File: config.mk
export PLATFORM = sky130hd
export DESIGN_NAME = sha_1_msg_feeder
export DESIGN_NICKNAME = d
export VERILOG_FILES = /design/src/rtl/sha_1_msg_feeder.sv
export SDC_FILE = /design/constraint.sdc
export NUM_CORES = 1
export LEC_CHECK = 0
export CORE_UTILIZATION = 46
export CTS_CLUSTER_SIZE = 28
export DETAILED_ROUTE_END_ITERATION = 7
export GPL_TIMING_DRIVEN = 0
export HOLD_SLACK_MARGIN = 0.03
export PLACE_DENSITY = 0.77
export SLEW_MARGIN = 20
export SYNTH_ARGS = -nofsm -noshare
export SYNTH_HDL_FRONTEND = slang
export SYNTH_SLANG_ARGS = --single-unit
File: constraint.sdc
create_clock -name clk -period 18.9 [get_ports clk]
set_clock_uncertainty 0.1 [all_clocks]
set_input_delay 3.78 -clock clk [delete_from_list [all_inputs] [get_ports clk]]
set_output_delay 3.78 -clock clk [all_outputs]
set_load 0.05 [all_outputs]
File: src/rtl/sha_1_msg_feeder.sv
// rtl/sha_1_msg_feeder.sv - FIPS 180-4 padding and 512-bit block feeder for the SHA-1 core
module sha_1_msg_feeder #(
  parameter int START_HOLD = 4
) (
  input  logic              clk,
  input  logic              reset,
  input  logic              s_valid,
  input  logic [7:0]        s_data,
  input  logic              s_last,
  output logic              s_ready,
  output logic [15:0][31:0] blk_data,
  output logic              blk_start,
  output logic              blk_first,
  input  logic              blk_done,
  output logic              busy,
  output logic              msg_done
);

  typedef enum logic [2:0] {IDLE, FILL, PAD, ISSUE, WAIT, LENBLK} state_t;

  state_t      state;
  logic [6:0]  byte_cnt;   // next byte position in the block, 0..64
  logic [63:0] bit_len;    // message length in bits, wraps mod 2^64
  logic        first_flag;
  logic        final_blk;  // block being issued is the last of the message
  logic        need_len;   // a length-only block must follow
  logic        pad_at0;    // that length block also carries the 0x80 marker
  logic [7:0]  hold_cnt;
  logic        done_q;
  logic        take;
  logic        done_rise;

  assign take      = s_valid && s_ready;
  assign done_rise = blk_done && !done_q;

  // Registered copy of the accelerator done level for edge detection
  always_ff @(posedge clk or posedge reset) begin
    if (reset) done_q <= 1'b0;
    else       done_q <= blk_done;
  end

  // Message state machine: byte packing, padding, and block handshake
  always_ff @(posedge clk or posedge reset) begin
    if (reset) begin
      state      <= IDLE;
      byte_cnt   <= 7'd0;
      bit_len    <= 64'd0;
      first_flag <= 1'b0;
      final_blk  <= 1'b0;
      need_len   <= 1'b0;
      pad_at0    <= 1'b0;
      hold_cnt   <= 8'd0;
      blk_data   <= '0;
      s_ready    <= 1'b0;
      blk_start  <= 1'b0;
      blk_first  <= 1'b0;
      busy       <= 1'b0;
      msg_done   <= 1'b0;
    end else begin
      msg_done <= 1'b0;
      case (state)
        IDLE: begin
          s_ready <= 1'b1;
          if (take) begin
            blk_data[0][31:24] <= s_data;
            byte_cnt   <= 7'd1;
            bit_len    <= 64'd8;  // the length already counts this first byte
            first_flag <= 1'b1;
            final_blk  <= 1'b0;
            need_len   <= 1'b0;
            pad_at0    <= 1'b0;
            busy       <= 1'b1;
            if (s_last) begin
              s_ready <= 1'b0;
              state   <= PAD;
            end else begin
              state <= FILL;
            end
          end
        end
        FILL: begin
          if (take) begin
            blk_data[byte_cnt[5:2]][{~byte_cnt[1:0], 3'b000} +: 8] <= s_data;
            byte_cnt <= byte_cnt + 7'd1;
            bit_len  <= bit_len + 64'd8;
            if (s_last) begin
              s_ready <= 1'b0;
              state   <= PAD;
            end else if (byte_cnt == 7'd63) begin
              // Full block with more to come: issue it unpadded
              s_ready   <= 1'b0;
              blk_start <= 1'b1;
              blk_first <= first_flag;
              hold_cnt  <= 8'd0;
              state     <= ISSUE;
            end
          end
        end
        PAD: begin
          if (byte_cnt <= 7'd55) begin
            for (int i = 0; i < 56; i++) begin
              if (7'(i) == byte_cnt)
                blk_data[4'(i >> 2)][8*(3 - (i % 4)) +: 8] <= 8'h80;
              else if (7'(i) > byte_cnt)
                blk_data[4'(i >> 2)][8*(3 - (i % 4)) +: 8] <= 8'h00;
            end
            for (int k = 0; k < 8; k++)
              blk_data[4'((56 + k) >> 2)][8*(3 - (k % 4)) +: 8] <= bit_len[8*(7 - k) +: 8];
          end else if (byte_cnt <= 7'd63) begin
            // Marker fits but the length does not: it goes in a second block
            for (int i = 0; i < 64; i++) begin
              if (7'(i) == byte_cnt)
                blk_data[4'(i >> 2)][8*(3 - (i % 4)) +: 8] <= 8'h80;
              else if (7'(i) > byte_cnt)
                blk_data[4'(i >> 2)][8*(3 - (i % 4)) +: 8] <= 8'h00;
            end
          end
          final_blk <= (byte_cnt <= 7'd55);
          need_len  <= (byte_cnt > 7'd55);
          pad_at0   <= (byte_cnt == 7'd64);
          blk_start <= 1'b1;
          blk_first <= first_flag;
          hold_cnt  <= 8'd0;
          state     <= ISSUE;
        end
        ISSUE: begin
          hold_cnt <= hold_cnt + 8'd1;
          if (hold_cnt == 8'(START_HOLD - 1)) begin
            blk_start <= 1'b0;
            state     <= WAIT;
          end
        end
        WAIT: begin
          if (done_rise) begin
            first_flag <= 1'b0;
            blk_first  <= 1'b0;
            if (final_blk) begin
              msg_done <= 1'b1;
              busy     <= 1'b0;
              s_ready  <= 1'b1;
              state    <= IDLE;
            end else if (need_len) begin
              state <= LENBLK;
            end else begin
              byte_cnt <= 7'd0;
              s_ready  <= 1'b1;
              state    <= FILL;
            end
          end
        end
        LENBLK: begin
          for (int i = 0; i < 56; i++)
            blk_data[4'(i >> 2)][8*(3 - (i % 4)) +: 8] <= (i == 0 && pad_at0) ? 8'h80 : 8'h00;
          for (int k = 0; k < 8; k++)
            blk_data[4'((56 + k) >> 2)][8*(3 - (k % 4)) +: 8] <= bit_len[8*(7 - k) +: 8];
          final_blk <= 1'b1;
          need_len  <= 1'b0;
          pad_at0   <= 1'b0;
          blk_start <= 1'b1;
          blk_first <= first_flag;
          hold_cnt  <= 8'd0;
          state     <= ISSUE;
        end
        default: state <= IDLE;
      endcase
    end
  end

endmodule

Yosys cells after proc, flatten, opt, wreduce, memory -nomap -nowiden
Cells that the tools add are included.
{"block": "word_totals", "reg_bits": 540, "latchBits": 0, "ram_bits": 0, "mem_bits_ro": 0, "inputBits": 13, "out_inout_bits": 517, "elab_cells": 276, "n_memories": 0}
{"block": "op_classes", "n_addsub": 3, "mul": 0, "div_mod_pow": 0, "magnitude_cmp": 37, "eq_ne": 51, "n_shift": 2, "muxes": 126, "bitwise": 1, "n_reduce_logical": 26}
{"cell": "256-bit two-way mux", "count": 3}
{"cell": "224-bit case mux with 3 select lines", "count": 1}
{"cell": "8-bit two-way mux", "count": 69}
{"cell": "512-bit bitwise mux", "count": 1}
{"cell": "32-bit demux with 4-bit select", "count": 1}
{"cell": "5-bit by 7-bit equality test with 1-bit output, first input constant", "count": 16}
{"cell": "5-bit by 7-bit > comparator with 1-bit output, first input constant", "count": 16}
{"cell": "24-bit case mux with 3 select lines", "count": 1}
{"cell": "4-bit by 7-bit equality test with 1-bit output, first input constant", "count": 8}
{"cell": "4-bit by 7-bit > comparator with 1-bit output, first input constant", "count": 8}
{"cell": "7-bit two-way mux", "count": 5}
{"cell": "32-bit two-way mux", "count": 1}
{"cell": "8-bit case mux with 4 select lines", "count": 1}
{"cell": "8-bit by 7-bit variable shift with 32-bit output, first input constant", "count": 1}
{"cell": "8-bit by 7-bit variable part select with 32-bit output", "count": 1}
{"cell": "3-bit by 7-bit equality test with 1-bit output, first input constant", "count": 4}
{"cell": "3-bit by 7-bit > comparator with 1-bit output, first input constant", "count": 4}
{"cell": "3-bit two-way mux", "count": 8}
{"cell": "8-bit case mux with 3 select lines", "count": 1}
{"cell": "1-bit two-way mux", "count": 23}
{"cell": "7-bit case mux with 3 select lines", "count": 1}
{"cell": "5-bit AND reduction", "count": 4}
{"cell": "2-bit != test, second input constant", "count": 9}
{"cell": "1-bit case mux with 3 select lines", "count": 6}
{"cell": "other kinds (34)", "count": 53}

Logic depth before layout (Yosys ltp)
{"block": "logic_depth", "depth_word": 8, "depth_mapped": 10}

Worst setup path before layout
OpenSTA, ideal clock, no wires.
{"block": "synth_timing", "kind": "input port to flip-flop", "startpoint": "in s_valid", "endpoint": "reg blk_data[112] in the netlist's numbering", "setup_ns": 0.125, "arrival_ns": 5.458, "required_ns": 18.675, "slack_ns": 13.217, "stages": 6, "path_cell_list": "nand2_1 > a22o_1 > a211o_1 > buf_4 > a2111oi_4 > mux2_2"}
{"block": "synth_via", "elab_chain_len": 3}
{"item": "start: declaration", "line": "7", "rtl": "input logic s_valid,"}
{"item": "1-bit logical AND", "line": "33", "rtl": "assign take = s_valid && s_ready;"}
{"item": "2-bit != test (no source line)"}
{"item": "3-bit AND reduction (no source line)"}
{"item": "end signal: indexed assignment", "line": "83", "rtl": "blk_data[byte_cnt[5:2]][{~byte_cnt[1:0], 3'b000} +: 8] <= s_data;"}
{"item": "end signal: indexed assignment", "line": "108", "rtl": "blk_data[4'((56 + k) >> 2)][8*(3 - (k % 4)) +: 8] <= bit_len[8*(7 - k) +: 8];"}
{"item": "end signal: indexed assignment", "line": "153", "rtl": "blk_data[4'(i >> 2)][8*(3 - (i % 4)) +: 8] <= (i == 0 && pad_at0) ? 8'h80 : 8'h00;"}
{"item": "end: declaration", "line": "11", "rtl": "output logic [15:0][31:0] blk_data,"}
Every way passes these cells.
A chain may end at the register's enable or synchronous reset.

Worst setup path after layout
{"block": "layout_timing", "startpoint": "in s_valid", "endpoint": "reg blk_data[511] in the netlist's numbering"}
{"block": "layout_via", "elab_chain_len": 2}
{"item": "1-bit logical AND", "line": "33"}
{"item": "2-bit AND reduction (no source line)"}
Every way passes these cells.

==> metrics.txt <==
largest net degree at the start of global routing=37; worst reg2reg path depth=9; H-tree levels=2; number of detailed-route iterations in the first pass=6; CTS tree=yes; Placed Instances=3207; Syn Nets=2015; Slew Limit Headroom=24.24%; Hold Crit Depth=2; Cell Area, Synth=23080 um^2; Synth Instances=roughly 2k; P_leak=between 0.01 and 0.015 uW; #FFs+latches synth=540; Clock transition at path regs=0.07 ns; highest clock rate=about 160 MHz; Multi-input gate area=9057 um^2; detailed-route via count=between 15k and 20k; Sequential Area=~14000 um^2; sequential area share after synthesis=58.55%; Synth area leader=dfrtp_1; fillcell total=3816; Slowest Stage Delay on Critical Path=around 0.56 ns; EDFF count, synth=0; met3 WL=~7300 um; Crit Path Max Fanout=10; worst-path cell chain=clkdlybuf4s50_1, and2_0, and4_1, clkbuf_1, nand2_1, clkbuf_1, nand2_1, o21ai_0; ys async rst share=100.0%; hold buffer count at cts=0; met2 wire len=39730 um; Core Area=49250 um^2; CP top delay family=buffers and inverters; Slowest cell on crit path=clkdlybuf4s50_1; all-layer global routing usage=32.11%; post-place setup slack=12.22 ns; Ys Warns=0; max-slew violations=0; standard-cell rows=81; Vias per Instance=roughly 5.8; Period Utilization, post-route=32.50%; Post-CTS Resized=0; area post-placement=29620 um^2; Final Net Count=2619; post-synth top area share=around 59%; Final TNS setup=0 ns; pwr dens=108.8 nW/um^2; crit path capture type=flip-flop; Slew @ Worst Pin=1.131 ns; CTS Buf Count=55; Worst Setup Start Kind=primary input; first-pass GRT wire length=~120000 um; outcome=finished, final reports clean; design area=31500 um^2; top cells by count, synth=dfrtp_1, mux2_2, nand2_1; post-DP HPWL=a little over 60000 um; CP arrival=roughly 6.5 ns; Avg Inst Size Synth=11.56 um^2; Final ANT Viol Nets=0; die width=approximately 230 um; total grt overflow=0; total power=roughly 3400 uW; DRC=0; DIE AREA=51080 um^2; maximum vdd drop=~0.080 mV; cell depth of the worst setup path=8; Hold WC Path Type=flip-flop to flip-flop; worst setup margin=12.76 ns; crit path kind=primary input to flip-flop; vias in the first global route=between 15k and 20k; largest cells by area after synthesis=dfrtp_1, mux2_2, nand2_1; GPL Wtd Cong=0.9486; clk_lat worst skew=roughly 0.6 ns; ys flop type=dfrtp_1; RSZ-0062 raised after global routing=false; IO Port Bufs=~530; DR top layer=met4; I/O pins=530; fin cells=3310; drt wl/cell=24.97 um; Ant. Diodes=0; clock net sink count=540; Initial Util=a little under half; WL met1=31830 um; cell with the most instances after synthesis=dfrtp_1; Netlist cell types=69; final wirelength=82640 um; Tmin final=6.143 ns; root buffer cell=clkbuf_16; Fin. Hold Viols=0; share of cells above drive strength 1=approximately 20%; area grow syn2layout=36.47%; max-cap violations=0; post-CTS setup buffer count=0; Die Y=226 um; data required time at the worst endpoint=about 19 ns; clock buffer depth=3; drt first-iter violations=around 1.7k; crit path buf inv count=3; setup violators final=0; initial antenna violation count=2
==> metrics by stage <==
stage	hold slack, ns	utilization (%)
after floorplan	0.3505	-
after global placement	0.3595	59.28
after detailed placement	0.3645	60.14
after CTS	0.3831	63.95
after global routing	0.4011	63.95
final	0.3816	63.95
==> flip-flops by register name (all words and copies together), names as in the netlist <==
name	cells
final_blk	1
byte_cnt	7
blk_data	512
s_ready	1
busy	1
hold_cnt	8
blk_start	1
first_flag	1
pad_at0	1
need_len	1
state	3
msg_done	1
blk_first	1
done_q	1
==> layer usage <==
layer  track usage [%]  vias up
li1                  -     8191
met1             40.13     9628
met2             52.51      992
met3             8.509      230
met4             13.67        0
met5                 0        -
==> cells in the final DEF, fill, tap and decap left out, types with 5 or more instances in the layout <==
cell,synthesis,final
a31oi_1,10,10
clkbuf_8,0,10
nand2_1,261,261
and2_1,28,28
buf_4,8,8
nor3_1,18,16
o31ai_1,10,10
nand3_1,38,38
inv_1,8,7
o2bb2ai_1,21,21
buf_2,30,31
and3_1,14,14
clkbuf_16,0,56
nor2_1,234,234
a21o_1,12,12
dfrtp_1,540,540
a22o_1,18,18
clkbuf_1,48,61
clkdlybuf4s50_1,0,528
o22ai_1,12,12
buf_12,0,14
bufinv_16,0,5
nand4_1,6,6
ha_1,6,6
a21oi_1,31,30
clkinv_2,0,10
mux2_2,354,354
buf_1,18,18
o21ai_0,163,163
nor2b_1,8,8
nand2b_1,6,6
==> cell type report <==
class / count / area share, %
tap: 664 / 2.638
inverter: 9 / 0.1192
clock inverter: 24 / 0.9136
clock buffer: 79 / 5.041
timing repair buffer: 547 / 18.03
buffer: 108 / 1.597
multi-input combinational: 1339 / 28.76
sequential: 540 / 42.90
==> cells by family after synthesis <==
| group | share of synthesized area, % |
|---|---|
| xor+xnor | 0.07591 |
| buf+inv | 2.326 |
| mux | 17.32 |
| flops | 58.55 |
| fa+ha+maj | 0.3252 |
| compound gates | 8.847 |
| simple gates | 12.56 |
==> worst register-to-register path, stage by stage, from the launching register on <==
cell and delay (ns):
dfrtp_1 0.51, clkbuf_1 0.47, inv_1 0.26, ha_1 0.42, nor3b_1 0.55, and2_1 0.22
buf_1 0.55, nand2_1 0.57, nor2_1 0.27, mux2_2 0.19
==> power breakdown <==
part	switching (uW)	internal [uW]	total, uW
Combinational	764	296	1060
Sequential	33.1	1200	1230
Clock	477	656	1130
Total	1270	2150	3430
==> worst paths after layout <==
check / from / endpoint / slack, ns
setup reg to reg: byte_cnt[1] / blk_data[76] / 14.73
hold / removal: blk_data[258] / blk_data[258] / 0.38
hold reg to reg: blk_data[258] / blk_data[258] / 0.38
setup / recovery: s_valid / blk_data[511] / 12.76
min in group asynchronous: reset / blk_data[506] / 3.49
max in group asynchronous: reset / blk_data[105] / 13.23
Power figures use the tool's default switching activity.
